File: src/rtl/lfsr_rand_gen.sv
// lfsr_rand_gen
// Parametrised LFSR pseudo-random source for the reaction-timer family.
// The state register steps in Fibonacci or Galois form. A zero state is
// never allowed to persist. A small req/valid engine draws a value in
// [lo, hi] by rejection sampling, using a bounded number of candidates.
//
// Ports:
//   clk        rising-edge clock
//   preset     synchronous active-high reset, loads SEED and idles the engine
//   en         free-running step enable
//   load       load seed_in into the state (zero seed becomes SEED)
//   seed_in    seed value
//   req        draw request, only looked at while idle
//   lo, hi     inclusive unsigned bounds, captured when a request is taken
//   y          current LFSR state
//   rnd        last drawn value, held until the next completion
//   rnd_valid  one-cycle pulse marking a completed draw
//   busy       high while a draw is in flight (DRAW and DONE)
//   fallback   last draw returned lo instead of a sampled value
//   lockup     one-cycle pulse when a zero state was replaced by SEED
module lfsr_rand_gen #(
    parameter int               WIDTH     = 16,
    parameter logic [WIDTH-1:0] TAPS      = 16'hB400,
    parameter logic [WIDTH-1:0] SEED      = 16'hACE1,
    parameter int               MODE      = 0,
    parameter int               MAX_TRIES = 8
) (
    input  logic             clk,
    input  logic             preset,
    input  logic             en,
    input  logic             load,
    input  logic [WIDTH-1:0] seed_in,
    input  logic             req,
    input  logic [WIDTH-1:0] lo,
    input  logic [WIDTH-1:0] hi,
    output logic [WIDTH-1:0] y,
    output logic [WIDTH-1:0] rnd,
    output logic             rnd_valid,
    output logic             busy,
    output logic             fallback,
    output logic             lockup
);

    localparam int TW = $clog2(MAX_TRIES) + 1;
    localparam logic [TW-1:0] LAST_TRY = TW'(MAX_TRIES - 1);

    typedef enum logic [1:0] {
        S_IDLE,
        S_DRAW,
        S_DONE
    } state_t;

    state_t           state;
    logic [WIDTH-1:0] lo_q;
    logic [WIDTH-1:0] hi_q;
    logic [TW-1:0]    tries;
    logic [WIDTH-1:0] stepped;
    logic             do_step;
    logic             in_range;

    // Next LFSR value if a step is taken this cycle. Fibonacci shifts the
    // tap parity in at the top; Galois shifts right and folds the tap mask
    // back in whenever a one falls off the bottom.
    always_comb begin
        stepped = '0;
        if (MODE == 0) begin
            stepped = {^(y & TAPS), y[WIDTH-1:1]};
        end else begin
            stepped = (y >> 1) ^ (y[0] ? TAPS : '0);
        end
    end

    // The generator must keep moving while a draw is in flight so that
    // every DRAW cycle sees a fresh candidate, even with en low.
    assign do_step  = en || (state == S_DRAW);
    assign in_range = (y >= lo_q) && (y <= hi_q);

    // State register. preset wins over load, load wins over stepping.
    // A zero state can never step its way out, so both a zero load and a
    // zero state about to step are replaced by SEED and flagged on lockup.
    always_ff @(posedge clk) begin
        if (preset) begin
            y      <= SEED;
            lockup <= 1'b0;
        end else if (load) begin
            if (seed_in == '0) begin
                y      <= SEED;
                lockup <= 1'b1;
            end else begin
                y      <= seed_in;
                lockup <= 1'b0;
            end
        end else if (do_step) begin
            if (y == '0) begin
                y      <= SEED;
                lockup <= 1'b1;
            end else begin
                y      <= stepped;
                lockup <= 1'b0;
            end
        end else begin
            lockup <= 1'b0;
        end
    end

    // Draw engine. IDLE takes a request and captures the bounds; DRAW
    // tests the current state as a candidate once per cycle and gives up
    // with lo after MAX_TRIES rejections; DONE pulses rnd_valid once.
    // Inverted bounds cannot be satisfied, so they skip straight to DONE
    // with the fallback value. busy and rnd_valid are registered alongside
    // the state so they line up exactly with DRAW/DONE.
    always_ff @(posedge clk) begin
        if (preset) begin
            state     <= S_IDLE;
            lo_q      <= '0;
            hi_q      <= '0;
            tries     <= '0;
            rnd       <= '0;
            rnd_valid <= 1'b0;
            busy      <= 1'b0;
            fallback  <= 1'b0;
        end else begin
            rnd_valid <= 1'b0;
            case (state)
                S_IDLE: begin
                    if (req) begin
                        busy <= 1'b1;
                        if (lo <= hi) begin
                            lo_q  <= lo;
                            hi_q  <= hi;
                            tries <= '0;
                            state <= S_DRAW;
                        end else begin
                            rnd       <= lo;
                            fallback  <= 1'b1;
                            rnd_valid <= 1'b1;
                            state     <= S_DONE;
                        end
                    end
                end
                S_DRAW: begin
                    if (in_range) begin
                        rnd       <= y;
                        fallback  <= 1'b0;
                        rnd_valid <= 1'b1;
                        state     <= S_DONE;
                    end else if (tries == LAST_TRY) begin
                        rnd       <= lo_q;
                        fallback  <= 1'b1;
                        rnd_valid <= 1'b1;
                        state     <= S_DONE;
                    end else begin
                        tries <= tries + TW'(1);
                    end
                end
                S_DONE: begin
                    busy  <= 1'b0;
                    state <= S_IDLE;
                end
                default: begin
                    busy  <= 1'b0;
                    state <= S_IDLE;
                end
            endcase
        end
    end

endmodule

File: config.mk
export PLATFORM = sky130hd
export DESIGN_NAME = lfsr_rand_gen
export DESIGN_NICKNAME = d
export VERILOG_FILES = /design/src/rtl/lfsr_rand_gen.sv
export SDC_FILE = /design/constraint.sdc
export NUM_CORES = 1
export LEC_CHECK = 0
export ABC_AREA = 1
export CAP_MARGIN = 10
export CORE_MARGIN = 5
export CORE_UTILIZATION = 40
export CTS_CLUSTER_SIZE = 30
export DETAILED_ROUTE_END_ITERATION = 6
export PLACE_DENSITY = 0.63
export SYNTH_ARGS = -nofsm -noshare
export SYNTH_HDL_FRONTEND = slang
export SYNTH_SLANG_ARGS = --single-unit
File: constraint.sdc
create_clock -name clk -period 1.9 [get_ports clk]
set_input_delay 0.38 -clock clk [delete_from_list [all_inputs] [get_ports clk]]
set_output_delay 0.38 -clock clk [all_outputs]
set_load 0.01 [all_outputs]
## After elaboration in Yosys (flattened, before gate mapping)

Cells that the tools add are included.
Widths: inputs -> output; s select.

- Word-level logic and storage cells: 71
- Memories kept: 0
- Bits in read-only memories: 0
- Output and inout bits: 36
- Register bits: 74
- Bits in latches: 0
- Bits in writable memories: 0
- Input port bits: 53

- Reductions and logical operators: 13
- Add/sub/neg operators: 1
- Div/mod/pow operators: 0
- Bitwise logic cells: 1
- Shift operators: 0
- Order comparisons: 3
- Equality and inequality tests: 8
- Muxes and demuxes: 35
- Multipliers: 0

Operators by type and width:

| cell | number |
|---|---|
| $mux 16 | 8 |
| $le 16x16->1 | 2 |
| $logic_not 16->1 | 2 |
| $pmux 16 s2 | 1 |
| $ge 16x16->1 | 1 |
| $mux 4 | 4 |
| $reduce_xor 16->1 | 1 |
| $mux 1 | 13 |
| $ne 2x2->1 const B | 5 |
| $mux 2 | 4 |
| $pmux 4 s2 | 1 |
| $pmux 1 s2 | 3 |
| $reduce_and 5->1 | 1 |
| $add 4x1->4 const B | 1 |
| $eq 4x3->1 const B | 1 |
| $pmux 2 s2 | 1 |
| $reduce_and 2->1 | 2 |
| $reduce_and 4->1 | 1 |
| $reduce_bool 2->1 | 2 |
| $ne 3x2->1 const B | 1 |
| $reduce_and 3->1 | 1 |
| $eq 2x1->1 const B | 1 |
| $logic_not 2->1 | 1 |
| $logic_and 1x1->1 | 1 |
| other kinds (2) | 2 |

## Longest topological paths before layout

Gate-level depths: netlist (run 1).

- Depth in word-level cells: 4
- Depth in mapped cells: 19
- Mapped depth without buffers: 18

## Worst setup path before layout (run 1)

No wires, ideal clock.

- Kind: register -> register
- Start: register y[3]
- End: register tries[2]
- Required time: 1.787 ns
- Period minus slack after synthesis: 1.869 ns
- Library setup time: 0.113 ns
- Slack: 0.031 ns
- Data arrival time: 1.756 ns
- Path buffers: 1
- Stages on the path, launching flop included: 17
- Path through: dfxtp_1 ha_1 nand2_1 inv_1 nand2_1 nand2_1 nand2_1 nand2_1 nand2_1 nand3_1 nand2_2 nand3_2 buf_4 nand2_2 nand2_1 nand2_1 nor2_1

- Cells in the longest elaborated chain, start to end: 4

RTL lines:

| item | line | source |
|---|---|---|
| start, declared | 36 | `output logic [WIDTH-1:0] y,` |
| start signal, assigned | 90 | `y <= seed_in;` |
| start signal, assigned | 98 | `y <= stepped;` |
| $ge 16x16->1 / $le 16x16->1 (equally long branches) | 76 | `assign in_range = (y >= lo_q) && (y <= hi_q);` |
| $logic_and 1x1->1 (*) | 76 |  |
| $ne 2x2->1 (no line) (*) | -- |  |
| $reduce_and 5->1 (no line) (*) | -- |  |
| end signal, assigned | 153 | `tries <= tries + TW'(1);` |
| end, declared | 56 | `logic [TW-1:0] tries;` |

Every way passes the cells marked *; elsewhere a longest branch is shown, timed or not.
A chain may end at the register's enable or synchronous reset.

## Final worst setup path (run 1)

- Start: register y[10]
- End: register rnd[1]

- Cells in the longest elaborated chain, start to end: 4

RTL lines:

| item | line | source |
|---|---|---|
| $ge 16x16->1 / $le 16x16->1 (equally long branches) | 76 |  |
| $logic_and 1x1->1 (*) | 76 |  |
| $ne 3x2->1 (no line) / $mux 16 (equally long branches) | -- |  |
| $reduce_and 4->1 (no line) / $pmux 16 s2 (equally long branches) | -- |  |
| end signal, assigned | 134 | `rnd <= lo;` |
| end signal, assigned | 143 | `rnd <= y;` |
| end signal, assigned | 148 | `rnd <= lo_q;` |
| end, declared | 37 | `output logic [WIDTH-1:0] rnd,` |

Marks and branches as above.

==> flow_summary.yaml, run 1 <==
layout:
  instances_no_fill: 1035
  finalNetCount: 992
  antenna_cells: 0
  drive_gt1_share_pct: 33.41
  final_common_cell: "nand2_1"
  seq_area_um2: 1505
  area_growth_pct: 60.14
  nFillCells: 975
  layout_common_cells: "nand2_1, buf_4, inv_1"
  multi_input_area_um2: 3249
synthesis:
  synthCells: 698
  synthFlopType: "dfxtp_1"
  netlist.area_leader.share_pct: 31.56
  syn_nets: 801
  syn_avg_cell_area_um2: 6.724
  synth_edf_count: 0
  ys_warn_count: 0
  netlist_area_um2: 4693
  yosysTopAreaCell: "dfxtp_1"
  ys_types: 35
  async_reset_ff_share_pct: 0
  ys_top_cells_by_area: "dfxtp_1, ha_1, nand2_1"
  yosysSeqAreaShare_pct: 31.56
  synth_seq_cells: 74
placement:
  numPortBuffers: 88
  dpl.cell_count: 999
  gp_congestion: 0.9049
  pre_cts_slack_ns: -0.8102
  hpwl_um: 11440
floorplanning:
  start_util_pct: 40.93
  num_io_pins: 89
  core.rowCount: 39
  die_h_um: 118.3
  dieArea_um2: 14000
  coreArea_um2: 11470
  die_w_um: 118.3
clocking:
  clk_pin_slew_worst_paths_ns: 0.05
  clock-root-buffer: "clkbuf_16"
  cts_made_buffers: 9
  cts_tree: "yes"
  h-tree-depth: 3
  clk_latency_ns: 0.34
  clock_path_buffers: 2
  clock-sinks: 74
global_routing:
  grt_pass1_wl_um: 25460
  grt-ovfl-total: 0
  antenna_found_initial: 0
  grt_pass1_vias: 5393
  track_usage_pct: 22.09
  grt_max_degree: 32
timing:
  skew_ns: 0.002853
  rsz0062_at_grt: "true"
  max_slew.worst_pin.slew_ns: 0.4201
  fin_crit_ns: 2.073
  slew_violations: 0
  final.period_utilization_pct: 109.1
  timing.fmax_mhz: 482.3
  timing.slew.headroom_pct: 71.99
  setup_slack_ns: -0.1733
  finalHoldViolations: 0
  hold_slack_ns: 0.3455
  setup_violations: 30
power:
  ir_drop_v: 0.0006238
  cellLeakagePower_nw: 3.388
  power_density_nw_per_um2: 787.7
drt:
  avgViaCountPerCell: 5.200
  vias: 5382
  dr.first_iter.drc_count: 389
  wl_um: 16370
  antenna_left: 0
  drtPass1Iterations: 7
  wire_per_inst_um: 15.82
  drc: 0
worst_setup_path:
  cp_max_fo: 8
  r2r_end: "rnd[1]$_SDFFE_PP0P_"
  worst_ep_required_time_ns: 2.13
  rrSetupSlack_ns: -0.17
  crit_type: "reg2reg"
  cp.arrival_ns: 2.30
  start_kind: "flop"
  reg2reg_depth: 11
  end_kind: "flop"
  rr_startpoint: "y[10]$_SDFFE_PP1P_"
job:
  cap_violations: 0
worst_hold_path:
  hp-class: "in2reg"
  hold_path_depth: 3
  hold_end: "hi_q[15]$_SDFFE_PP0P_"
  hp-start: "hi[15]"
status:
  violations: "setup timing"
  status: "complete, but fails checks"
cell type report:
| class | instances | share of cell area [%] |
|---|---|---|
| multi-input cells | 486 | 43.23 |
| repair buffers | 211 | 25.55 |
| flip-flops and latches | 74 | 20.03 |
| inverters | 106 | 5.327 |
| clock buffers | 14 | 3.379 |
| well taps | 143 | 2.381 |
| repair inverters | 1 | 0.09988 |
report_power, final:
group | total [mW] | switching (mW) | internal (mW)
registers | 1.89 | 0.137 | 1.75
logic | 2.51 | 1.29 | 1.22
clock network | 1.52 | 0.612 | 0.907
critical path, cell delays in order, from the launching register on:
cell	delay (ns)
dfxtp_4	0.36
ha_4	0.26
nand4_1	0.15
nor3_4	0.31
nand3_2	0.14
nand2_4	0.12
nand2_4	0.07
nand3_4	0.13
buf_6	0.17
nand3_2	0.06
nor2_1	0.13
nor2_1	0.05
cell usage after synthesis, drive strengths merged (2+ instances only):
master   number
nor2         79
dfxtp        74
a221oi        3
buf          18
nand3        44
a21oi        86
o2111ai       7
ha           50
nor3          4
nand4         9
nor4          3
a21o          2
clkbuf       14
nand2       145
inv         105
o21ai        44
a31oi         2
state kept, by name, indices dropped and copies added, names as in the netlist, 2 cells and up:
register  cells
hi_q         16
lo_q         16
rnd          16
y            16
tries         4
state         2
per-layer routing:
metal,track usage (%),routed length [µm],up-vias
met4,7.814,530,0
met3,6.065,858,45
met2,39.66,8345,170
met5,0,0,-
li1,-,-,2671
met1,24.99,6635,2496
through the flow:
stage,cell area (µm²),setup TNS (ns),utilization [%],power (mW)
final,7516,-3.002,65.54,5.921
after global routing,7516,-7.726,65.54,6.297
after CTS,7126,-1.980,62.14,5.697
after detailed placement,6417,-37.58,55.96,3.920
after global placement,6417,-37.27,55.96,3.861
after floorplan,4693,0,-,3.001
timing repair:
item	in CTS	in global routing
hold buffers	0	0
resized for setup	157	125
setup buffers	6	8
pin swaps	27	28
gates cloned	3	5
endpoints found under the setup margin	56	65
logic make-up after synthesis:
logic type | after synthesis | synth area share (%)
AO/OA/AOI/OAI | 149 | 17.36
XOR/XNOR | 2 | 0.3733
adder cells (fa/ha/maj) | 50 | 13.33
buffers and inverters | 138 | 11.81
flip-flops | 74 | 31.56
AND/OR/NAND/NOR | 285 | 25.57
worst max path at each step:
stage,from,endpoint,slack [ns],depth (start not counted)
2_1_floorplan,y[3]$_SDFFE_PP0P_,tries[2]$_SDFFE_PP0P_,0.03,16
4_1_cts,y[11]$_SDFFE_PP1P_,tries[2]$_SDFFE_PP0P_,-0.12,13
3_3_place_gp,hi[7],rnd[5]$_SDFFE_PP0P_,-0.81,15
6_report,y[10]$_SDFFE_PP1P_,rnd[1]$_SDFFE_PP0P_,-0.17,11
3_5_place_dp,hi[7],rnd[5]$_SDFFE_PP0P_,-0.81,15
5_1_grt,hi_q[8]$_SDFFE_PP0P_,rnd[5]$_SDFFE_PP0P_,-0.30,12
No activity file was read; power rests on OpenSTA's default activity.
==> run 2, diff against run 1 <==
- SKIP_LAST_GASP: not set -> 1
==> run 2 against run 1 <==
The run still ends with setup timing left. Clock skew about the same. Total power hardly changed. Combinational power about the same. Sequential cell count is the same. Clock power barely moved. Critical path depth rose by 1. Sequential power is essentially flat. Design area fell by 0.25%. Die area is the same. Utilization is 0.16 points lower. Final cell count is 0.19% lower.
==> flow_summary.yaml, run 2 (synthesized netlist as in run 1, its figures left out) <==
drt:
  wire_per_inst_um: 15.75
  avgViaCountPerCell: 5.199
  wl_um: 16270
  vias: 5371
  antenna_left: 0
  dr.first_iter.drc_count: 355
  drtPass1Iterations: 7
  drc: 0
status:
  violations: "setup timing"
  status: "complete, but fails checks"
global_routing:
  antenna_found_initial: 0
  grt-ovfl-total: 0
  grt_pass1_wl_um: 25360
  grt_max_degree: 32
  grt_pass1_vias: 5382
  track_usage_pct: 21.98
timing:
  rsz0062_at_grt: "true"
  setup_violations: 23
  max_slew.worst_pin.slew_ns: 0.4026
  timing.fmax_mhz: 482.4
  final.period_utilization_pct: 109.1
  finalHoldViolations: 0
  setup_tns_ns: -2.598
  fin_crit_ns: 2.073
  timing.slew.headroom_pct: 73.13
  setup_slack_ns: -0.1731
  skew_ns: 0.003273
  slew_violations: 0
layout:
  finalNetCount: 990
  multi_input_area_um2: 3257
  post-route-util_pct: 65.38
  nFillCells: 986
  layout_common_cells: "nand2_1, buf_4, inv_1"
  area_growth_pct: 59.74
  antenna_cells: 0
  final_common_cell: "nand2_1"
  drive_gt1_share_pct: 32.92
  seq_area_um2: 1505
floorplanning:
  die_w_um: 118.3
  start_util_pct: 40.93
  die_h_um: 118.3
  num_io_pins: 89
  dieArea_um2: 14000
  coreArea_um2: 11470
  core.rowCount: 39
placement:
  pre_cts_slack_ns: -0.8102
  gp_congestion: 0.9049
  hpwl_um: 11440
  numPortBuffers: 88
clocking:
  clk_pin_slew_worst_paths_ns: 0.05
  clock-sinks: 74
  cts_tree: "yes"
  clock_path_buffers: 2
  cts_made_buffers: 9
  clock-root-buffer: "clkbuf_16"
  h-tree-depth: 3
  clk_latency_ns: 0.34
worst_hold_path:
  hp-class: "in2reg"
  hp-start: "hi[11]"
worst_setup_path:
  start_kind: "flop"
  crit_path_start: "hi_q[11]$_SDFFE_PP0P_"
  worst_ep_required_time_ns: 2.13
  rr_startpoint: "hi_q[11]$_SDFFE_PP0P_"
  cp_max_fo: 8
  end_kind: "flop"
  cp.arrival_ns: 2.30
  crit_type: "reg2reg"
power:
  power_density_nw_per_um2: 790.4
  ir_drop_v: 0.0006273
  cellLeakagePower_nw: 3.365
job:
  cap_violations: 0
==> run 2: power breakdown <==
group	switching, mW	total (mW)	internal, mW
Sequential	0.139	1.89	1.75
Combinational	1.29	2.51	1.22
Clock	0.617	1.52	0.907
Total	2.05	5.93	3.88
==> run 2: path summary, 6_finish.rpt <==
check | cells past startpoint | slack, ns | to
setup / recovery | 12 | -0.17 | rnd[6]$_SDFFE_PP0P_
hold / removal | 3 | 0.31 | hi_q[11]$_SDFFE_PP0P_
setup reg to reg | 12 | -0.17 | rnd[6]$_SDFFE_PP0P_
hold reg to reg | 2 | 0.45 | fallback$_SDFFE_PP0P_
==> run 2: through the flow <==
step / cell area, µm² / hold WS, ns / power (mW) / std cells
floorplan: 4693 / 0.4274 / 3.001 / 698
global placement: 6417 / 0.4381 / 3.861 / 999
detailed placement: 6417 / 0.4447 / 3.920 / 999
CTS: 7087 / 0.3479 / 5.674 / 1022
global route: 7497 / 0.3201 / 6.305 / 1033
finish: 7497 / 0.3091 / 5.926 / 1033
==> run 2: cell type report <==
cell class / count / share of cell area [%]
repair buffers: 209 / 25.27
flip-flops and latches: 74 / 20.08
inverters: 106 / 5.340
multi-input cells: 486 / 43.44
well taps: 143 / 2.387
repair inverters: 1 / 0.1001
clock buffers: 14 / 3.388
==> run 2: what timing repair did <==
| item | in CTS | in global routing |
|---|---|---|
| endpoints found under the setup margin | 56 | 65 |
| hold buffers | 0 | 0 |
| pin swaps | 26 | 46 |
| setup buffers | 6 | 7 |
| gates cloned | 3 | 4 |
| resized for setup | 138 | 144 |
==> run 2: layer usage <==
layer | wire length, µm | share of wire (%) | vias to the layer above | global-route usage [%]
met4 | 448 | 2.8 | 0 | 7.742
met5 | 0 | 0 | - | 0
met3 | 893 | 5.5 | 36 | 6.017
met2 | 8351 | 51 | 178 | 39.52
li1 | - | - | 2665 | -
met1 | 6574 | 40 | 2492 | 24.84
==> run 2: worst max-delay path: stages (launching register included) <==
cell	delay, ns
dfxtp_2	0.32
inv_2	0.05
ha_4	0.27
nand4_1	0.14
nor3_4	0.30
nand3_2	0.13
nand2_4	0.12
nand2_4	0.07
nand3_4	0.13
buf_6	0.17
nand3_1	0.08
nor2_1	0.13
nor2_1	0.06
==> run 3, diff against run 2 <==
- CORE_UTILIZATION: 40 -> 45
- PLACE_DENSITY: 0.63 -> 0.7
- clock period: 1.9 -> 1.8 ns (I/O delays scaled with it)
==> run 3 against run 2 <==
The flow still finishes with violations (setup timing). Register-to-register slack got worse by 0.13 ns. Wire length increased by 17%. Fmax decreased by 1.3%. Sequential share of layout area is 0.85 points lower. Total power up 7.2%. Clock skew is 0.0061 ns higher. Utilization rose by 13 points. Clock power is 14% lower. Design area up 6.8%. Worst setup slack got worse by 0.13 ns. Sequential cell count unchanged. Final cell count increased by 0.19%.
==> flow_summary.yaml, run 3 (synthesized netlist as in run 1, its figures left out) <==
global_routing:
  grt-ovfl-total: 0
  grt_pass1_vias: 5565
  busiest_layer: "met2"
  met2_usage_pct: 45.21
  antenna_found_initial: 0
  grtUsageMet1_pct: 27.90
  grt_util_met3_pct: 5.822
  track_usage_pct: 25.24
  grt_pass1_wl_um: 26030
  grt_max_degree: 30
timing:
  skew_ns: 0.009360
  hold_slack_ns: 0.2749
  fin_crit_ns: 2.100
  timing.fmax_mhz: 476.2
  setup_violations: 53
  timing.slew.headroom_pct: 70.66
  setup_slack_ns: -0.3001
  finalHoldViolations: 0
  final.period_utilization_pct: 116.7
  rsz0062_at_grt: "true"
  slew_violations: 0
  max_slew.worst_pin.slew_ns: 0.4384
drt:
  drc: 0
  vias: 5802
  dr.first_iter.drc_count: 377
  avgViaCountPerCell: 5.606
  drtPass1Iterations: 5
  wire_per_inst_um: 18.34
  wl_um: 18980
  antenna_left: 0
layout:
  finalNetCount: 998
  area_growth_pct: 70.67
  fin_area_um2: 8010
  final_common_cell: "nand2_1"
  post-route-util_pct: 78.29
  layout_common_cells: "nand2_1, buf_4, inv_1"
  drive_gt1_share_pct: 43.16
  antenna_cells: 0
clocking:
  clock_path_buffers: 2
  clock-root-buffer: "clkbuf_8"
  h-tree-depth: 3
  clock-sinks: 74
  clk_pin_slew_worst_paths_ns: 0.08
  clk_latency_ns: 0.36
  cts_tree: "yes"
  cts_made_buffers: 9
  hold_buffers: 0
worst_setup_path:
  cp.arrival_ns: 2.35
  end_kind: "flop"
  worst_ep_required_time_ns: 2.05
  crit_path_top_delay_cell: "dfxtp_1"
  crit_buf_inv: 2
  crit_chain: "inv_1 > ha_4 > a21oi_1 > o21ai_0 > nor2_2 > nand3_4 > buf_4 > a21oi_2 > nor2_1 > nor2_1 > nor2_1"
  path_common_cell: "nor2_1"
  reg2reg_depth: 11
  start_kind: "flop"
  cp_top_family: "simple AND/OR/NAND/NOR gates"
  cp_max_fo: 10
  crit_type: "reg2reg"
  slowest_delay_ns: 0.32
  path_depth: 11
floorplanning:
  dieArea_um2: 12570
  die_w_um: 112.1
  num_io_pins: 89
  core.rowCount: 37
  coreArea_um2: 10230
  start_util_pct: 45.87
  die_h_um: 112.1
placement:
  gp_congestion: 0.8783
  numPortBuffers: 88
  pre_cts_slack_ns: -0.9430
  hpwl_um: 11470
  placed_area_um2: 6482
power:
  power_frac_clock_pct: 20.6
  cellLeakagePower_nw: 3.480
  ir_drop_v: 0.0005223
  p_sw_share_pct: 37.86
  combPwrFrac_pct: 47.6
  p_sw_mw: 2.406
  power_density_nw_per_um2: 793.3
  intPower_mw: 3.949
  seqPwrFrac_pct: 31.8
status:
  status: "complete, but fails checks"
  violations: "setup timing"
job:
  cap_violations: 0
worst_hold_path:
  hold_path_depth: 3
  hp-class: "in2reg"
run 3: cell types whose count changed in the layout (fill, tap and decap cells not counted), moves of 10 or more:
| cell | before | now |
|---|---|---|
| dfxtp_1 | 63 | 47 |
| dfxtp_2 | 7 | 17 |
| a21oi_2 | 17 | 38 |
| clkbuf_2 | 18 | 8 |
| o21ai_0 | 27 | 10 |
| nand2_2 | 12 | 22 |
| ha_4 | 17 | 28 |
| a21oi_1 | 68 | 44 |
run 3: layout make-up:
| class | count | area, µm² |
|---|---|---|
| Multi-Input combinational cell | 487 | 3657 |
| Fill cell | 650 | 2221 |
| Timing Repair Buffer | 216 | 2042 |
| Sequential cell | 74 | 1540 |
| Inverter | 106 | 407.9 |
| Tap cell | 136 | 170.2 |
| Clock buffer | 12 | 145.1 |
| Clock inverter | 3 | 40.04 |
| Timing Repair inverter | 1 | 7.507 |
run 3: power groups by stage:
stage               Sequential, mW  Clock [mW]  Combinational (mW)
floorplan                     2.04           0                1.14
finish                        2.02        1.31                3.02
global route                  2.04        1.40                3.26
CTS                           1.99        1.31                2.41
detailed placement            2.02           0                2.13
global placement              2.01           0                2.06
run 3: timing repair:
action	4_1_cts	5_1_grt
gates cloned	5	7
gates resized for setup	203	216
endpoints found under the hold margin	0	0
setup buffers	4	7
setup endpoints to repair	61	72
pin swaps	30	65
run 3: worst min-delay path, delay by kind of cell:
family	cells	cell delay, ns
AOI/OAI and AO/OA	2	0.16
buffers and inverters	1	0.08
run 3: path summary, 6_finish.rpt:
path,start,endpoint,slack [ns]
hold reg to reg,fallback$_SDFFE_PP0P_,fallback$_SDFFE_PP0P_,0.46
setup / recovery,lo_q[15]$_SDFFE_PP0P_,rnd[13]$_SDFFE_PP0P_,-0.30
hold / removal,hi[11],hi_q[11]$_SDFFE_PP0P_,0.27
setup reg to reg,lo_q[15]$_SDFFE_PP0P_,rnd[13]$_SDFFE_PP0P_,-0.30
run 3: layer usage:
layer,vias up,part of all wire (%)
met5,-,0
met4,0,5.7
met3,96,7.2
met2,306,51
met1,2721,36
li1,2679,-
run 3: stage by stage:
step	TNS, ns	instances	power [mW]
final	-6.849	1035	6.355
after global routing	-9.876	1035	6.703
after CTS	-4.638	1021	5.713
after detailed placement	-46.99	998	4.152
after global placement	-47.35	998	4.072
after floorplan	-0.008932	698	3.184
